--- config.mk ---
export PLATFORM = sky130hd
export DESIGN_NAME = fetch_buffer
export DESIGN_NICKNAME = d
export VERILOG_FILES = /design/src/rtl/fetch_buffer.sv
export SDC_FILE = /design/constraint.sdc
export NUM_CORES = 1
export LEC_CHECK = 0
export ABC_AREA = 1
export CORE_MARGIN = 2
export CORE_UTILIZATION = 57
export CTS_BUF_LIST = sky130_fd_sc_hd__clkbuf_8
export CTS_CLUSTER_SIZE = 12
export DETAILED_ROUTE_END_ITERATION = 10
export GPL_TIMING_DRIVEN = 0
export HOLD_SLACK_MARGIN = 0.02
export PLACE_DENSITY_LB_ADDON = 0.08
export SLEW_MARGIN = 15
export SYNTH_ARGS = -nofsm -noshare
export SYNTH_HDL_FRONTEND = slang
export SYNTH_SLANG_ARGS = --single-unit
--- constraint.sdc ---
create_clock -name CLK -period 4.4 [get_ports CLK]
set_input_delay 0.88 -clock CLK [delete_from_list [all_inputs] [get_ports CLK]]
set_output_delay 0.88 -clock CLK [all_outputs]
set_load 0.01 [all_outputs]
--- src/rtl/fetch_buffer.sv ---
// Fetch-to-decode instruction queue with valid/ready handshake, flush and back-pressure.
// Optional zero-latency bypass when empty: define FETCH_BUF_BYPASS_EN.
module fetch_buffer #(
  parameter int DEPTH  = 4,
  parameter int WORD_W = 32
) (
  input  logic                       CLK,
  input  logic                       RST,
  input  logic                       flush,
  input  logic                       in_valid,
  input  logic [WORD_W-1:0]          in_instr,
  input  logic [WORD_W-1:0]          in_pc,
  input  logic                       in_branch_pred,
  output logic                       in_ready,
  output logic                       out_valid,
  output logic [WORD_W-1:0]          out_instr,
  output logic [WORD_W-1:0]          out_pc,
  output logic                       out_branch_pred,
  input  logic                       out_ready,
  output logic [$clog2(DEPTH):0]     count
);

  localparam int PTR_W = $clog2(DEPTH);
  localparam int CNT_W = PTR_W + 1;

  logic [WORD_W-1:0] instr_mem [DEPTH];
  logic [WORD_W-1:0] pc_mem    [DEPTH];
  logic [DEPTH-1:0]  pred_mem;

  logic [PTR_W-1:0]  head;
  logic [PTR_W-1:0]  tail;
  logic [CNT_W-1:0]  cnt;

  logic empty;
  logic full;
  logic push;
  logic pop;

  assign empty    = (cnt == '0);
  assign full     = (cnt == CNT_W'(DEPTH));
  assign in_ready = ~full;
  assign count    = cnt;

`ifdef FETCH_BUF_BYPASS_EN
  logic bypass;

  // An empty buffer forwards fetch straight to decode; the entry is only
  // stored if decode does not take it this cycle.
  assign bypass    = empty & in_valid & ~flush;
  assign out_valid = ~empty | bypass;
  assign pop       = ~empty & out_ready & ~flush;
  assign push      = in_valid & in_ready & ~flush & ~(bypass & out_ready);

  always_comb begin
    out_instr       = '0;
    out_pc          = '0;
    out_branch_pred = 1'b0;
    if (!empty) begin
      out_instr       = instr_mem[head];
      out_pc          = pc_mem[head];
      out_branch_pred = pred_mem[head];
    end else if (bypass) begin
      out_instr       = in_instr;
      out_pc          = in_pc;
      out_branch_pred = in_branch_pred;
    end
  end
`else
  assign out_valid = ~empty;
  assign pop       = out_valid & out_ready & ~flush;
  assign push      = in_valid & in_ready & ~flush;

  always_comb begin
    out_instr       = '0;
    out_pc          = '0;
    out_branch_pred = 1'b0;
    if (!empty) begin
      out_instr       = instr_mem[head];
      out_pc          = pc_mem[head];
      out_branch_pred = pred_mem[head];
    end
  end
`endif

  // Storage is data only and is never reset; empty-state outputs are masked above.
  always_ff @(posedge CLK) begin
    if (push) begin
      instr_mem[tail] <= in_instr;
      pc_mem[tail]    <= in_pc;
      pred_mem[tail]  <= in_branch_pred;
    end
  end

  always_ff @(posedge CLK or posedge RST) begin
    if (RST) begin
      head <= '0;
      tail <= '0;
      cnt  <= '0;
    end else if (flush) begin
      head <= '0;
      tail <= '0;
      cnt  <= '0;
    end else begin
      if (push) tail <= tail + 1'b1;
      if (pop)  head <= head + 1'b1;
      case ({push, pop})
        2'b10:   cnt <= cnt + 1'b1;
        2'b01:   cnt <= cnt - 1'b1;
        default: cnt <= cnt;
      endcase
    end
  end

endmodule

==> results.sh, run 1 <==
export IMPL_finClkSkew_ps=10.17
export IMPL_p_int_mw=5.136
export IMPL_synth_area_um2=10550
export IMPL_ys_seq_area_share_pct=75.69
export IMPL_core_area_um2=18090
export IMPL_setup_viol_count_final=0
export IMPL_numClockSinks=267
export IMPL_crit_fanout=10
export IMPL_leakage_nw=4.656
export IMPL_antenna_found_initial=0
export IMPL_synth_area_leader_cell="edfxtp_1"
export IMPL_clkTransAtPathRegs_ps=60
export IMPL_maxCapViolCount=0
export IMPL_htreeDepth=2
export IMPL_hold_end="count[0]"
export IMPL_seq_power_share_pct=40.3
export IMPL_viasPerCell=5.376
export IMPL_relSlewSlack_pct=53.97
export IMPL_worstHoldStart="count[0]"
export IMPL_critical_path_class="flip-flop to primary output"
export IMPL_drive_gt1_share_pct=10.91
export IMPL_hold_buffers=0
export IMPL_grt_max_degree=26
export IMPL_antenna_cells=0
export IMPL_dr_wl_met3_um=1567
export IMPL_fmax_mhz=288.6
export IMPL_post_place_ws_ps=993.5
export IMPL_die_area_um2=19610
export IMPL_synthCells=830
export IMPL_die_w_um=140.0
export IMPL_synth_edf_count=260
export IMPL_slowest_stage="clkdlybuf4s50_1"
export IMPL_overflow=0
export IMPL_gp_congestion=0.7281
export IMPL_yosysWarnings=0
export IMPL_p_per_area_nw_per_um2=555.5
export IMPL_instances_no_fill=1283
export IMPL_fin_crit_sh_pct=78.76
export IMPL_syn_mean_instance_area_um2=12.71
export IMPL_route_vias_total=6898
export IMPL_drc=8
export IMPL_cts_root_buf="clkbuf_8"
export IMPL_cp_end_kind="primary output"
export IMPL_peakVddDrop_uv=327.1
export IMPL_worst_slack_ps=934.5
export IMPL_cts_resized=0
export IMPL_dp_cells=1209
export IMPL_grt_setup_unrepaired="false"
export IMPL_io_pins=140
export IMPL_r2r_start="count[0]"
export IMPL_cts_setup_buffers=0
export IMPL_yosys_top_cells_area="edfxtp_1, nor2_1, o21ai_1"
export IMPL_grt_pass1_vias=6998
export IMPL_drtAntennaViolNets=0
export IMPL_synth_async_reset_ratio_pct=2.622
export IMPL_grt_usage_pct=23.80
export IMPL_nFillCells=1214
export IMPL_tns_ps=0
export IMPL_synth_top_area_share_pct=74.03
export IMPL_drv_slew=0
export IMPL_path_cells="buf_6, inv_2, buf_4, clkbuf_2, o21ai_1, a21oi_1, clkdlybuf4s50_1"
export IMPL_total_power_mw=7.406
export IMPL_cts_buffer_depth=3
export IMPL_cp_arrival_ps=2590
export IMPL_power_switching_mw=2.270
export IMPL_clk_latency_ps=520
export IMPL_grt_pass1_wl_um=36160
export IMPL_fin_util_pct=73.71
export IMPL_comb_power_share_pct=32.5
export IMPL_synth_most_common_cell="nor2_1"
export IMPL_final_nets=1100
export IMPL_critPathLaunchType="flip-flop"
export IMPL_r2r_end="instr_mem[1][27]"
export IMPL_worstHoldPathType="flip-flop to flip-flop"
export IMPL_placed_area_um2=12520
export IMPL_ff2ff_setup_slack_ps=1980
export IMPL_wl_per_cell_um=18.07
export IMPL_finalHoldViolCount=0
export IMPL_cp_required_ps=3520
export IMPL_ys_ff_latch=267
export IMPL_fin_crit_ps=3466
export IMPL_area_growth_pct=26.41
export IMPL_wl_met2_um=11700
export IMPL_drt_wl_total_um=23190
export IMPL_design_area_um2=13330
export IMPL_power_share_clock_pct=27.2
export IMPL_slowest_delay_ps=580
export IMPL_initial_core_util_pct=58.31
export IMPL_ys_types=22
export IMPL_syn_num_nets=905
export IMPL_dp_hpwl_um=14560
export IMPL_synth_common_cells="nor2_1, edfxtp_1, o21ai_1, a21oi_1, o21ai_0"
export IMPL_cts_tree="yes"
export IMPL_first_pass_iters=8
export IMPL_status="finished, violations left"
export IMPL_row_count=49
export IMPL_p_sw_share_pct=30.65
export IMPL_hold_ws_ps=574.7
export IMPL_worst_slew_pin_slew_ps=688.9
export IMPL_rr_worst_depth=7
export IMPL_cts_buffers=43
export IMPL_ys_flop_type="edfxtp_1"
export IMPL_die_h_um=140.0
export IMPL_wl_met1_um=9512
export IMPL_violations="design-rule violations"
export IMPL_top_layer="met4"
export IMPL_min_path_cells=1
export IMPL_port_buffers=139
export IMPL_drt_iter0_drc=518
## state kept, by name, summed over array words and instances, names as in the netlist
signal     flops
head           2
pc_mem       128
instr_mem    128
tail           2
pred_mem       4
count          3
## worst max-delay path: cells and delay by family, from the launching register on
kind	cells	cell delay, ps
compound gates	2	340
flops	1	380
buf+inv	5	1330
## power by group through the flow
stage               registers (mW)  clock network [mW]  logic [mW]
floorplan                     3.05                   0        1.18
global placement              3.06                   0        2.34
detailed placement            3.04                   0        2.41
CTS                           2.98                2.05        2.43
global route                  2.99                2.15        2.62
finish                        2.98                2.01        2.41
## layout make-up
type / count / area [µm²] / area share (%)
well taps: 229 / 286.5 / 2.149
inverters: 14 / 52.55 / 0.3942
flip-flops and latches: 267 / 7983 / 59.88
multi-input cells: 499 / 2236 / 16.77
plain buffers: 50 / 305.3 / 2.290
repair buffers: 150 / 1657 / 12.43
clock buffers: 45 / 619.3 / 4.646
clock inverters: 29 / 192.7 / 1.445
## logic make-up (layout without fill, tap and decap cells)
group / Yosys count / in the layout / share of synthesized area (%)
AO/OA/AOI/OAI: 204 / 204 / 9.681
XOR/XNOR: 1 / 1 / 0.08306
adder cells (fa/ha/maj): 5 / 5 / 0.6644
buffers and inverters: 64 / 288 / 3.393
flip-flops: 267 / 267 / 75.69
AND/OR/NAND/NOR: 289 / 289 / 10.49
## placed cells by master, fill, tap and decap left out, drive strengths merged, types with 3 or more instances in the layout
master | netlist | routed
ha | 4 | 4
bufinv | 0 | 3
a21oi | 68 | 68
nor2 | 267 | 267
dfrtp | 7 | 7
nand3 | 4 | 4
clkbuf | 18 | 63
nand2 | 17 | 17
edfxtp | 260 | 260
buf | 32 | 43
clkdlybuf4s50 | 0 | 139
inv | 14 | 26
o21ai | 136 | 136
clkinv | 0 | 14
## routing by layer
metal	vias up	track usage [%]
met1	3277	31.30
met5	-	0
met2	248	40.42
met3	39	5.060
li1	3334	-
met4	0	7.390
## worst max-delay path by stage
stage	start	endpoint	slack [ps]	cells past startpoint
2_1_floorplan	flush	instr_mem[0][0]	-20	3
3_3_place_gp	flush	instr_mem[1][27]	-2750	4
3_5_place_dp	flush	pc_mem[1][8]	990	7
4_1_cts	head[0]	out_instr[0]	890	6
5_1_grt	head[0]	out_instr[0]	760	6
6_report	head[0]	out_pc[3]	930	7
Note: power is estimated with default switching activity, not from simulation.
==> inputs of run 2 (changes only) <==
==> constraint.sdc (replaced) <==
create_clock -name CLK -period 3.6 [get_ports CLK]
set_input_delay 0.72 -clock CLK [delete_from_list [all_inputs] [get_ports CLK]]
set_output_delay 0.72 -clock CLK [all_outputs]
set_load 0.01 [all_outputs]
==> results of run 2 <==
The final DEF is identical to that of run 1. Status: finished, violations left: design-rule violations.
Among the figures that moved: setup slack after placement 993.5 ps -> 353.5 ps; setup slack after layout 934.5 ps -> 294.5 ps; hold slack 574.7 ps -> 430.2 ps; register-to-register setup slack 1980 ps -> 1180 ps; total power 7.406 mW -> 9.051 mW; worst IR drop on VDD 327.1 µV -> 399.8 µV
